===== src/rtl/pl_ctrl_pipe.sv =====
// Pipelined control unit: decodes the ID instruction into a control bundle, carries it
// through ID/EX, EX/MEM and MEM/WB, resolves branches in EX and detects load-use hazards.
module pl_ctrl_pipe #(
    parameter int REG_AW      = 5,
    parameter int ALUCTRL_W   = 4,
    parameter int CNT_W       = 16,
    parameter int LOAD_USE_EN = 1
) (
    input  logic                 clk,
    input  logic                 rst_n,
    input  logic [31:0]          instr_id,
    input  logic                 valid_id,
    input  logic                 freeze_i,
    input  logic                 zero_ex,
    input  logic                 neg_ex,
    input  logic                 ult_ex,
    output logic                 stall_o,
    output logic                 flush_o,
    output logic [1:0]           pc_src_o,
    output logic                 illegal_o,
    output logic [2:0]           imm_src_o,
    output logic                 ex_alu_src_o,
    output logic [ALUCTRL_W-1:0] ex_alu_ctrl_o,
    output logic                 mem_write_o,
    output logic                 wb_reg_write_o,
    output logic [1:0]           wb_result_src_o,
    output logic [REG_AW-1:0]    wb_rd_o,
    output logic [CNT_W-1:0]     stall_cnt_o,
    output logic [CNT_W-1:0]     flush_cnt_o
);

    typedef enum logic [6:0] {
        OP_R      = 7'b0110011,
        OP_IMM    = 7'b0010011,
        OP_LOAD   = 7'b0000011,
        OP_STORE  = 7'b0100011,
        OP_BRANCH = 7'b1100011,
        OP_JAL    = 7'b1101111,
        OP_JALR   = 7'b1100111,
        OP_LUI    = 7'b0110111,
        OP_AUIPC  = 7'b0010111
    } opcode_e;

    localparam logic [ALUCTRL_W-1:0] ALU_ADD   = ALUCTRL_W'(0);
    localparam logic [ALUCTRL_W-1:0] ALU_SUB   = ALUCTRL_W'(1);
    localparam logic [ALUCTRL_W-1:0] ALU_AND   = ALUCTRL_W'(2);
    localparam logic [ALUCTRL_W-1:0] ALU_OR    = ALUCTRL_W'(3);
    localparam logic [ALUCTRL_W-1:0] ALU_XOR   = ALUCTRL_W'(4);
    localparam logic [ALUCTRL_W-1:0] ALU_SLL   = ALUCTRL_W'(5);
    localparam logic [ALUCTRL_W-1:0] ALU_SRL   = ALUCTRL_W'(6);
    localparam logic [ALUCTRL_W-1:0] ALU_SRA   = ALUCTRL_W'(7);
    localparam logic [ALUCTRL_W-1:0] ALU_SLT   = ALUCTRL_W'(8);
    localparam logic [ALUCTRL_W-1:0] ALU_SLTU  = ALUCTRL_W'(9);
    localparam logic [ALUCTRL_W-1:0] ALU_PASSB = ALUCTRL_W'(10);

    localparam logic [2:0] IMM_I = 3'b000;
    localparam logic [2:0] IMM_S = 3'b001;
    localparam logic [2:0] IMM_B = 3'b010;
    localparam logic [2:0] IMM_U = 3'b011;
    localparam logic [2:0] IMM_J = 3'b100;

    localparam logic [1:0] RES_ALU  = 2'b00;
    localparam logic [1:0] RES_LOAD = 2'b01;
    localparam logic [1:0] RES_PC4  = 2'b10;
    localparam logic [1:0] RES_PCI  = 2'b11;

    typedef struct packed {
        logic                 valid;
        logic                 reg_write;
        logic                 mem_write;
        logic                 mem_read;
        logic                 branch;
        logic                 jal;
        logic                 jalr;
        logic [2:0]           funct3;
        logic                 alu_src;
        logic [ALUCTRL_W-1:0] alu_ctrl;
        logic [1:0]           result_src;
        logic [REG_AW-1:0]    rd;
    } ctrl_t;

    ctrl_t id_ex, ex_mem, mem_wb;
    ctrl_t dec;
    logic  known, rs2_used, br_cond, taken, load_use;
    logic  [2:0] imm_sel;

    wire [REG_AW-1:0] rs1_id = instr_id[15 +: REG_AW];
    wire [REG_AW-1:0] rs2_id = instr_id[20 +: REG_AW];
    wire [2:0]        f3_id  = instr_id[14:12];
    wire              f7b_id = instr_id[30];

    // funct7[5] selects SUB only for R-type; for immediates it only distinguishes SRAI.
    function automatic logic [ALUCTRL_W-1:0] alu_op(input logic [2:0] f3, input logic f7b,
                                                    input logic is_r);
        case (f3)
            3'b000:  return (is_r && f7b) ? ALU_SUB : ALU_ADD;
            3'b001:  return ALU_SLL;
            3'b010:  return ALU_SLT;
            3'b011:  return ALU_SLTU;
            3'b100:  return ALU_XOR;
            3'b101:  return f7b ? ALU_SRA : ALU_SRL;
            3'b110:  return ALU_OR;
            default: return ALU_AND;
        endcase
    endfunction

    // NOTE: every combinational output gets a default first so no path leaves it unassigned (no latch).
    always_comb begin
        dec      = '0;
        known    = 1'b1;
        rs2_used = 1'b0;
        imm_sel  = IMM_I;
        case (instr_id[6:0])
            OP_R: begin
                dec.reg_write = 1'b1;
                dec.alu_ctrl  = alu_op(f3_id, f7b_id, 1'b1);
                rs2_used      = 1'b1;
            end
            OP_IMM: begin
                dec.reg_write = 1'b1;
                dec.alu_src   = 1'b1;
                dec.alu_ctrl  = alu_op(f3_id, f7b_id, 1'b0);
            end
            OP_LOAD: begin
                dec.reg_write  = 1'b1;
                dec.mem_read   = 1'b1;
                dec.alu_src    = 1'b1;
                dec.result_src = RES_LOAD;
            end
            OP_STORE: begin
                dec.mem_write = 1'b1;
                dec.alu_src   = 1'b1;
                rs2_used      = 1'b1;
                imm_sel       = IMM_S;
            end
            OP_BRANCH: begin
                dec.branch   = 1'b1;
                dec.alu_ctrl = ALU_SUB;
                rs2_used     = 1'b1;
                imm_sel      = IMM_B;
            end
            OP_JAL: begin
                dec.reg_write  = 1'b1;
                dec.jal        = 1'b1;
                dec.alu_src    = 1'b1;
                dec.result_src = RES_PC4;
                imm_sel        = IMM_J;
            end
            OP_JALR: begin
                dec.reg_write  = 1'b1;
                dec.jalr       = 1'b1;
                dec.alu_src    = 1'b1;
                dec.result_src = RES_PC4;
            end
            OP_LUI: begin
                dec.reg_write = 1'b1;
                dec.alu_src   = 1'b1;
                dec.alu_ctrl  = ALU_PASSB;
                imm_sel       = IMM_U;
            end
            OP_AUIPC: begin
                dec.reg_write  = 1'b1;
                dec.alu_src    = 1'b1;
                dec.result_src = RES_PCI;
                imm_sel        = IMM_U;
            end
            default: known = 1'b0;
        endcase
        dec.funct3 = f3_id;
        dec.rd     = instr_id[7 +: REG_AW];
        dec.valid  = 1'b1;
        // Empty slots and unknown opcodes travel as an all-zero bubble.
        if (!(valid_id && known)) dec = '0;
    end

    assign illegal_o = valid_id && !known;
    assign imm_src_o = valid_id ? imm_sel : 3'b000;

    always_comb begin
        br_cond = 1'b0;
        case (id_ex.funct3)
            3'b000:  br_cond = zero_ex;
            3'b001:  br_cond = !zero_ex;
            3'b100:  br_cond = neg_ex;
            3'b101:  br_cond = !neg_ex;
            3'b110:  br_cond = ult_ex;
            3'b111:  br_cond = !ult_ex;
            default: br_cond = 1'b0;
        endcase
    end

    assign taken    = id_ex.valid && (id_ex.jal || id_ex.jalr || (id_ex.branch && br_cond));
    assign load_use = (LOAD_USE_EN != 0) && id_ex.valid && id_ex.mem_read && (id_ex.rd != '0) &&
                      ((id_ex.rd == rs1_id) || (rs2_used && (id_ex.rd == rs2_id)));

    // A redirect squashes the ID instruction, so it can never also stall.
    assign flush_o  = taken && !freeze_i;
    assign stall_o  = load_use && !taken && !freeze_i;
    assign pc_src_o = !flush_o ? 2'b00 : (id_ex.jalr ? 2'b10 : 2'b01);

    // NOTE: state registers use non-blocking assignments so all stages sample pre-edge values.
    always_ff @(posedge clk or negedge rst_n) begin
        if (!rst_n) begin
            id_ex  <= '0;
            ex_mem <= '0;
            mem_wb <= '0;
        end else if (!freeze_i) begin
            id_ex  <= (stall_o || flush_o) ? '0 : dec;
            ex_mem <= id_ex;
            mem_wb <= ex_mem;
        end
    end

    always_ff @(posedge clk or negedge rst_n) begin
        if (!rst_n) begin
            stall_cnt_o <= '0;
            flush_cnt_o <= '0;
        end else if (!freeze_i) begin
            if (stall_o && (stall_cnt_o != '1)) stall_cnt_o <= stall_cnt_o + CNT_W'(1);
            if (flush_o && (flush_cnt_o != '1)) flush_cnt_o <= flush_cnt_o + CNT_W'(1);
        end
    end

    assign ex_alu_src_o    = id_ex.valid && id_ex.alu_src;
    assign ex_alu_ctrl_o   = id_ex.valid ? id_ex.alu_ctrl : ALU_ADD;
    assign mem_write_o     = ex_mem.valid && ex_mem.mem_write;
    assign wb_reg_write_o  = mem_wb.valid && mem_wb.reg_write;
    assign wb_result_src_o = mem_wb.valid ? mem_wb.result_src : RES_ALU;
    assign wb_rd_o         = mem_wb.valid ? mem_wb.rd : '0;

    wire unused_ok = &{1'b0, instr_id[31], instr_id[29:25], mem_wb};

endmodule

===== config.mk =====
export PLATFORM = sky130hd
export DESIGN_NAME = pl_ctrl_pipe
export DESIGN_NICKNAME = d
export VERILOG_FILES = /design/src/rtl/pl_ctrl_pipe.sv
export SDC_FILE = /design/constraint.sdc
export NUM_CORES = 1
export LEC_CHECK = 0
export BUFFER_PORTS_ARGS = -buffer_cell sky130_fd_sc_hd__buf_2
export CAP_MARGIN = 0
export CORE_AREA = 10 10 91 93
export DETAILED_ROUTE_END_ITERATION = 12
export DIE_AREA = 0 0 101 103
export MAX_ROUTING_LAYER = met4
export PLACE_DENSITY = 0.86
export SLEW_MARGIN = 20
export SYNTH_ARGS = -nofsm -noshare
export SYNTH_HDL_FRONTEND = slang
export SYNTH_SLANG_ARGS = --single-unit
export TNS_END_PERCENT = 20

===== constraint.sdc =====
create_clock -name clk -period 3.95 [get_ports clk]
set_input_delay 0 -clock clk [delete_from_list [all_inputs] [get_ports clk]]
set_output_delay 0 -clock clk [all_outputs]
set_load 0.02 [all_outputs]

Word level (Yosys, flattened, before mapping)
Index checks and enable logic that the tools add are counted.
- bits of input ports: 39
- flip-flop bits (word level): 73
- bits in latches: 0
- memory bits (writable): 0
- output and inout port bits: 54
- logic and storage cells: 112
- memories kept: 0
- memory bits (read-only): 0
- shift-type cells: 0
- order comparisons: 0
- equality and inequality tests: 24
- multiply operators: 0
- div/mod/pow operators: 0
- bitwise gates (word level): 1
- multiplexer cells: 25
- $add $sub $neg: 2
- reductions and logical operators: 37
- operators by type and width (cell ; number):
    $pmux 4 s7 ; 2
    $mux 22 ; 2
    $add 16x1->16 const B ; 2
    $ne 16x16->1 const B ; 2
    $eq 3x3->1 const B ; 7
    $eq 7x6->1 const B ; 3
    $eq 7x7->1 const B ; 3
    $logic_and 1x1->1 ; 16
    $pmux 4 s4 ; 1
    $eq 7x5->1 const B ; 2
    $reduce_or 7->1 ; 2
    $pmux 3 s4 ; 1
    $mux 1 ; 11
    $eq 5x5->1 ; 2
    $reduce_or 9->1 ; 1
    $eq 7x2->1 const B ; 1
    $eq 3x1->1 const B ; 2
    $eq 3x2->1 const B ; 2
    $logic_not 1->1 ; 6
    $logic_not 3->1 ; 2
    $mux 2 ; 3
    $pmux 1 s6 ; 1
    $pmux 2 s3 ; 1
    $mux 5 ; 1
    8 further kinds ; 13

Depth between registers and ports, before layout
- depth after elaboration: 10
- mapped depth: 8
- mapped depth without buffers: 7

Least setup slack after synthesis
Ideal clock, no wire load.
- kind: register -> register
- start point: register id_ex[12] (netlist name)
- end point: register flush_cnt_o[4]
- library setup time: 0.130 ns
- setup slack: 2.020 ns
- stages on the path, launching flop included: 8
- buffers on the path: 1
- period minus slack after synthesis: 1.930 ns
- data required time: 3.820 ns
- arrival time: 1.800 ns
- cell sequence: dfrtp_1 > xor2_1 > a22oi_1 > a21oi_1 > o21a_1 > buf_4 > nand4_1 > xnor2_1
- word-level cells in the longest chain between the ends: 8
- elaborated cells on any way between the ends: 13
- classes of those cells: eq/ne: 5; mux: 1; reduce/logical: 7
- ends and longest elaborated chain (what ; line ; RTL):
    from (decl) ; 82 ; ctrl_t id_ex, ex_mem, mem_wb;
    from (signal assigned) ; 208 ; id_ex <= (stall_o || flush_o) ? '0 : dec;
    $eq 3x3->1 (tied with other cells) ; 181 ; case (id_ex.funct3)
    $pmux 1 s6 * ; 181 ;
    $logic_and 1x1->1 * ; 192 ; assign taken = id_ex.valid && (id_ex.jal || id_ex.jalr || (id_ex.branch && br_cond));
    $logic_or 1x1->1 * ; 192 ;
    $logic_and 1x1->1 * ; 192 ;
    $logic_and 1x1->1 * ; 197 ; assign flush_o = taken && !freeze_i;
    named net flush_o ; 18 ; output logic flush_o,
    $logic_and 1x1->1 * ; 220 ; if (flush_o && (flush_cnt_o != '1)) flush_cnt_o <= flush_cnt_o + CNT_W'(1);
    $reduce_and 2->1 (no source line) * ; - ;
    to (signal assigned) ; 220 ;
    to (decl) ; 29 ; output logic [CNT_W-1:0] flush_cnt_o
The timed path passes the listed nets; every way through them passes the cells marked *.
A chain may end at the register's enable or synchronous reset.

Final worst setup path
- start point: register id_ex[0] (netlist name)
- end point: register id_ex[9] (netlist name)
- word-level cells in the longest chain between the ends: 8
- elaborated cells on any way between the ends: 11
- classes of those cells: eq/ne: 2; mux: 1; reduce/logical: 8
- ends and longest elaborated chain (what ; line ; RTL):
    $eq 5x5->1 ; 194 ; ((id_ex.rd == rs1_id) || (rs2_used && (id_ex.rd == rs2_id)));
    $logic_and 1x1->1 ; 194 ;
    $logic_or 1x1->1 ; 194 ;
    $logic_and 1x1->1 * ; 193 ; assign load_use = (LOAD_USE_EN != 0) && id_ex.valid && id_ex.mem_read && (id_ex.rd != '0) &&
    $logic_and 1x1->1 * (2 in series) ; 198 ; assign stall_o = load_use && !taken && !freeze_i;
    $logic_or 1x1->1 * ; 208 ;
    $mux 22 * ; 208 ;
Every way passes the cells marked *; elsewhere a longest branch is shown, timed or not.

==> qor.csv <==
metric,value,unit
powerDensity,321,nW/um^2
post-cts-setup-buffers,0,
synth_warnings,0,
die_w,101,microns
die_h,103,microns
max_freq,0.370,GHz
avgViaCountPerCell,5.53,
worst_slew_pin_slew,0.820,ns
whs_path_depth,2,
drive_above_1_share,30.9,%
async_flop_share,100,%
grt_setup_unrepaired,no,
drv_slew,0,
postLayoutCellArea,4420,sq um
worstPathRequired,4.21,ns
crit_arrival,2.96,ns
place_congestion,0.817,
io_pins,93,
skew,0.00903,ns
synth_area,3620,sq um
die_area,10400,sq um
setup_viol,0,
finalWirelength,8.31,mm
p_leak,2.34,nW
path_class,reg -> reg,
synth_cells,330,
synth_nets,371,
dr.pass1.iters,4,
r2r_cells,7,
gr-total-overflow,0,
clock_sink_count,73,
clk_path_buf_depth,2,
drt_iter0_drc,91,
slew_headroom,45.3,%
drc,0,
grt_pass1_wl,13.9,mm
period_minus_slack,2.70,ns
hold_viol,0,
grt_pass1_vias,2898,
min_path_type,in -> reg,
setup_tns,0,ns
startpoint_type,flop,
vias,2837,
postRouteAntennaNets,0,
placed_cells,485,
layout.cells.non_filler,513,
vdd.ir_drop.worst,0.241,mV
status,completed,
htreeDepth,3,
synth-main-ff-cell,dfrtp_1,
final_nets,469,
start_util,55.1,%
synth_top_area_share,50.4,%
final_core_util,67.3,%
drv_cap,0,
num_antenna_cells,0,
cts_tree,built,
seq_area_frac_synth,50.4,%
yosys_register_bits,73,
insertion_delay,0.33,ns
grt.total_usage,16.9,%
yosys.area.top_type,dfrtp_1,
synth_area_leaders,"dfrtp_1 (50%), mux2_2 (5.9%), xnor2_1 (5.3%)",
placed_cell_area,4100,sq um
syn_area_per_cell,11.0,sq um
clk_pin_slew,0.08,ns
synth_edf_count,0,
core,6570,sq um
area_delta_synth_final,22.0,%
r2r-end,id_ex[9],
fin_crit_sh,68.4,%
row_count,30,
cp-end-kind,flop,
clockRootBuffer,clkbuf_8,
reg2reg_from,id_ex[0],
portBuffers,86,
path_max_fanout,11,
synth_cell_types,50,
min_from,instr_id[5],
wl_per_cell,16.2,microns
antenna_found_initial,0,
dp_hpwl,6.16,mm
hold_end,id_ex[18],
r2r_slack,1.25,ns
numCtsBuffers,9,
grt_max_degree,44,
how the worst max path moves through the flow:
stage | slack (ns) | startpoint | to | cells past startpoint
detailed placement | 1.82 | id_ex[0] | id_ex[9] | 6
finish | 1.25 | id_ex[0] | id_ex[9] | 7
floorplan | 2.02 | id_ex[12] | flush_cnt_o[4] | 7
global route | 1.06 | id_ex[0] | id_ex[9] | 7
global placement | 1.83 | id_ex[0] | id_ex[9] | 6
CTS | 1.25 | id_ex[0] | id_ex[9] | 7
cell usage after synthesis (2+ instances only):
| master | n |
|---|---|
| o41ai_2 | 2 |
| and2_1 | 20 |
| inv_1 | 4 |
| buf_4 | 2 |
| xnor2_1 | 22 |
| a21o_1 | 3 |
| a22o_1 | 9 |
| xor2_1 | 21 |
| ha_1 | 2 |
| nor3_1 | 6 |
| and3_1 | 7 |
| or3_1 | 2 |
| a32o_1 | 2 |
| mux2_2 | 19 |
| nand3_1 | 10 |
| o21ai_0 | 10 |
| a21oi_1 | 4 |
| buf_2 | 2 |
| nor2b_1 | 4 |
| nor2_1 | 22 |
| and4_1 | 3 |
| nand2b_1 | 2 |
| clkbuf_1 | 8 |
| dfrtp_1 | 73 |
| o21a_1 | 3 |
| a21boi_0 | 2 |
| nand2_1 | 32 |
| nand4_1 | 12 |
flip-flops by register name (all words and copies together), names as in the netlist:
signal and cells:
stall_cnt_o 16, ex_mem 10, flush_cnt_o 16, mem_wb 9, id_ex 22
power breakdown:
part           leakage [nW]  total [mW]  switching (mW)  internal [mW]
Combinational          1.23      0.0929          0.0526         0.0403
Sequential             1.02       0.757         0.00529          0.752
Clock                0.0953       0.570           0.263          0.307
per-layer routing:
metal	vias to the layer above	GRT usage, %	routed length [microns]
met2	75	27.2	4140
met5	-	-	0
met3	16	3.49	388
met4	0	7.18	161
li1	1353	-	-
met1	1393	20.4	3620
per-stage QoR:
step | total power, mW | hold WS (ns) | setup slack, ns
6_report | 1.42 | 0.0277 | 1.25
5_1_grt | 1.48 | 0.0364 | 1.06
4_1_cts | 1.43 | 0.00368 | 1.25
3_5_place_dp | 0.856 | 0.0942 | 1.82
3_3_place_gp | 0.853 | 0.0810 | 1.83
2_1_floorplan | 0.812 | -0.296 | 2.02
repair_timing:
action                    CTS  global route
hold endpoints to repair   42             0
gates resized for setup     0             0
hold buffers               12             0
cell usage in the layout, fill, tap and decap left out, types with 4 or more instances in the layout:
cell	synthesis	routed
nand2_1	32	32
nand4_1	12	12
clkbuf_8	0	10
nor2b_1	4	4
a22o_1	9	9
dlygate4sd3_1	0	12
and2_1	20	20
nand3_1	10	10
nor3_1	6	6
a21oi_1	4	4
o21ai_0	10	10
and3_1	7	7
dfrtp_1	73	73
buf_2	2	86
mux2_2	19	19
inv_1	4	4
xnor2_1	22	22
xor2_1	21	21
nor2_1	22	22
cell type report:
| class | count | area (sq um) |
|---|---|---|
| clock inverter | 5 | 55.1 |
| sequential | 73 | 1830 |
| timing repair buffer | 100 | 566 |
| tap | 80 | 100 |
| fill | 526 | 2150 |
| clock buffer | 11 | 141 |
| multi-input combinational | 240 | 1710 |
| inverter | 4 | 15.0 |
kinds of logic after synthesis:
| family | synth area share (%) |
|---|---|
| fa+ha+maj | 0.691 |
| mux | 6.32 |
| xor+xnor | 10.4 |
| flops | 50.4 |
| compound gates | 10.6 |
| buf+inv | 2.25 |
| simple gates | 19.3 |
worst max-delay path: stages (launching register included):
cell	delay (ns)
dfrtp_1	0.45
or3_1	0.42
o311a_4	0.35
a211oi_2	0.22
buf_4	0.22
nand2_1	0.11
o41ai_2	0.27
dlygate4sd3_1	0.58
No activity file was read; power rests on OpenSTA's default activity.
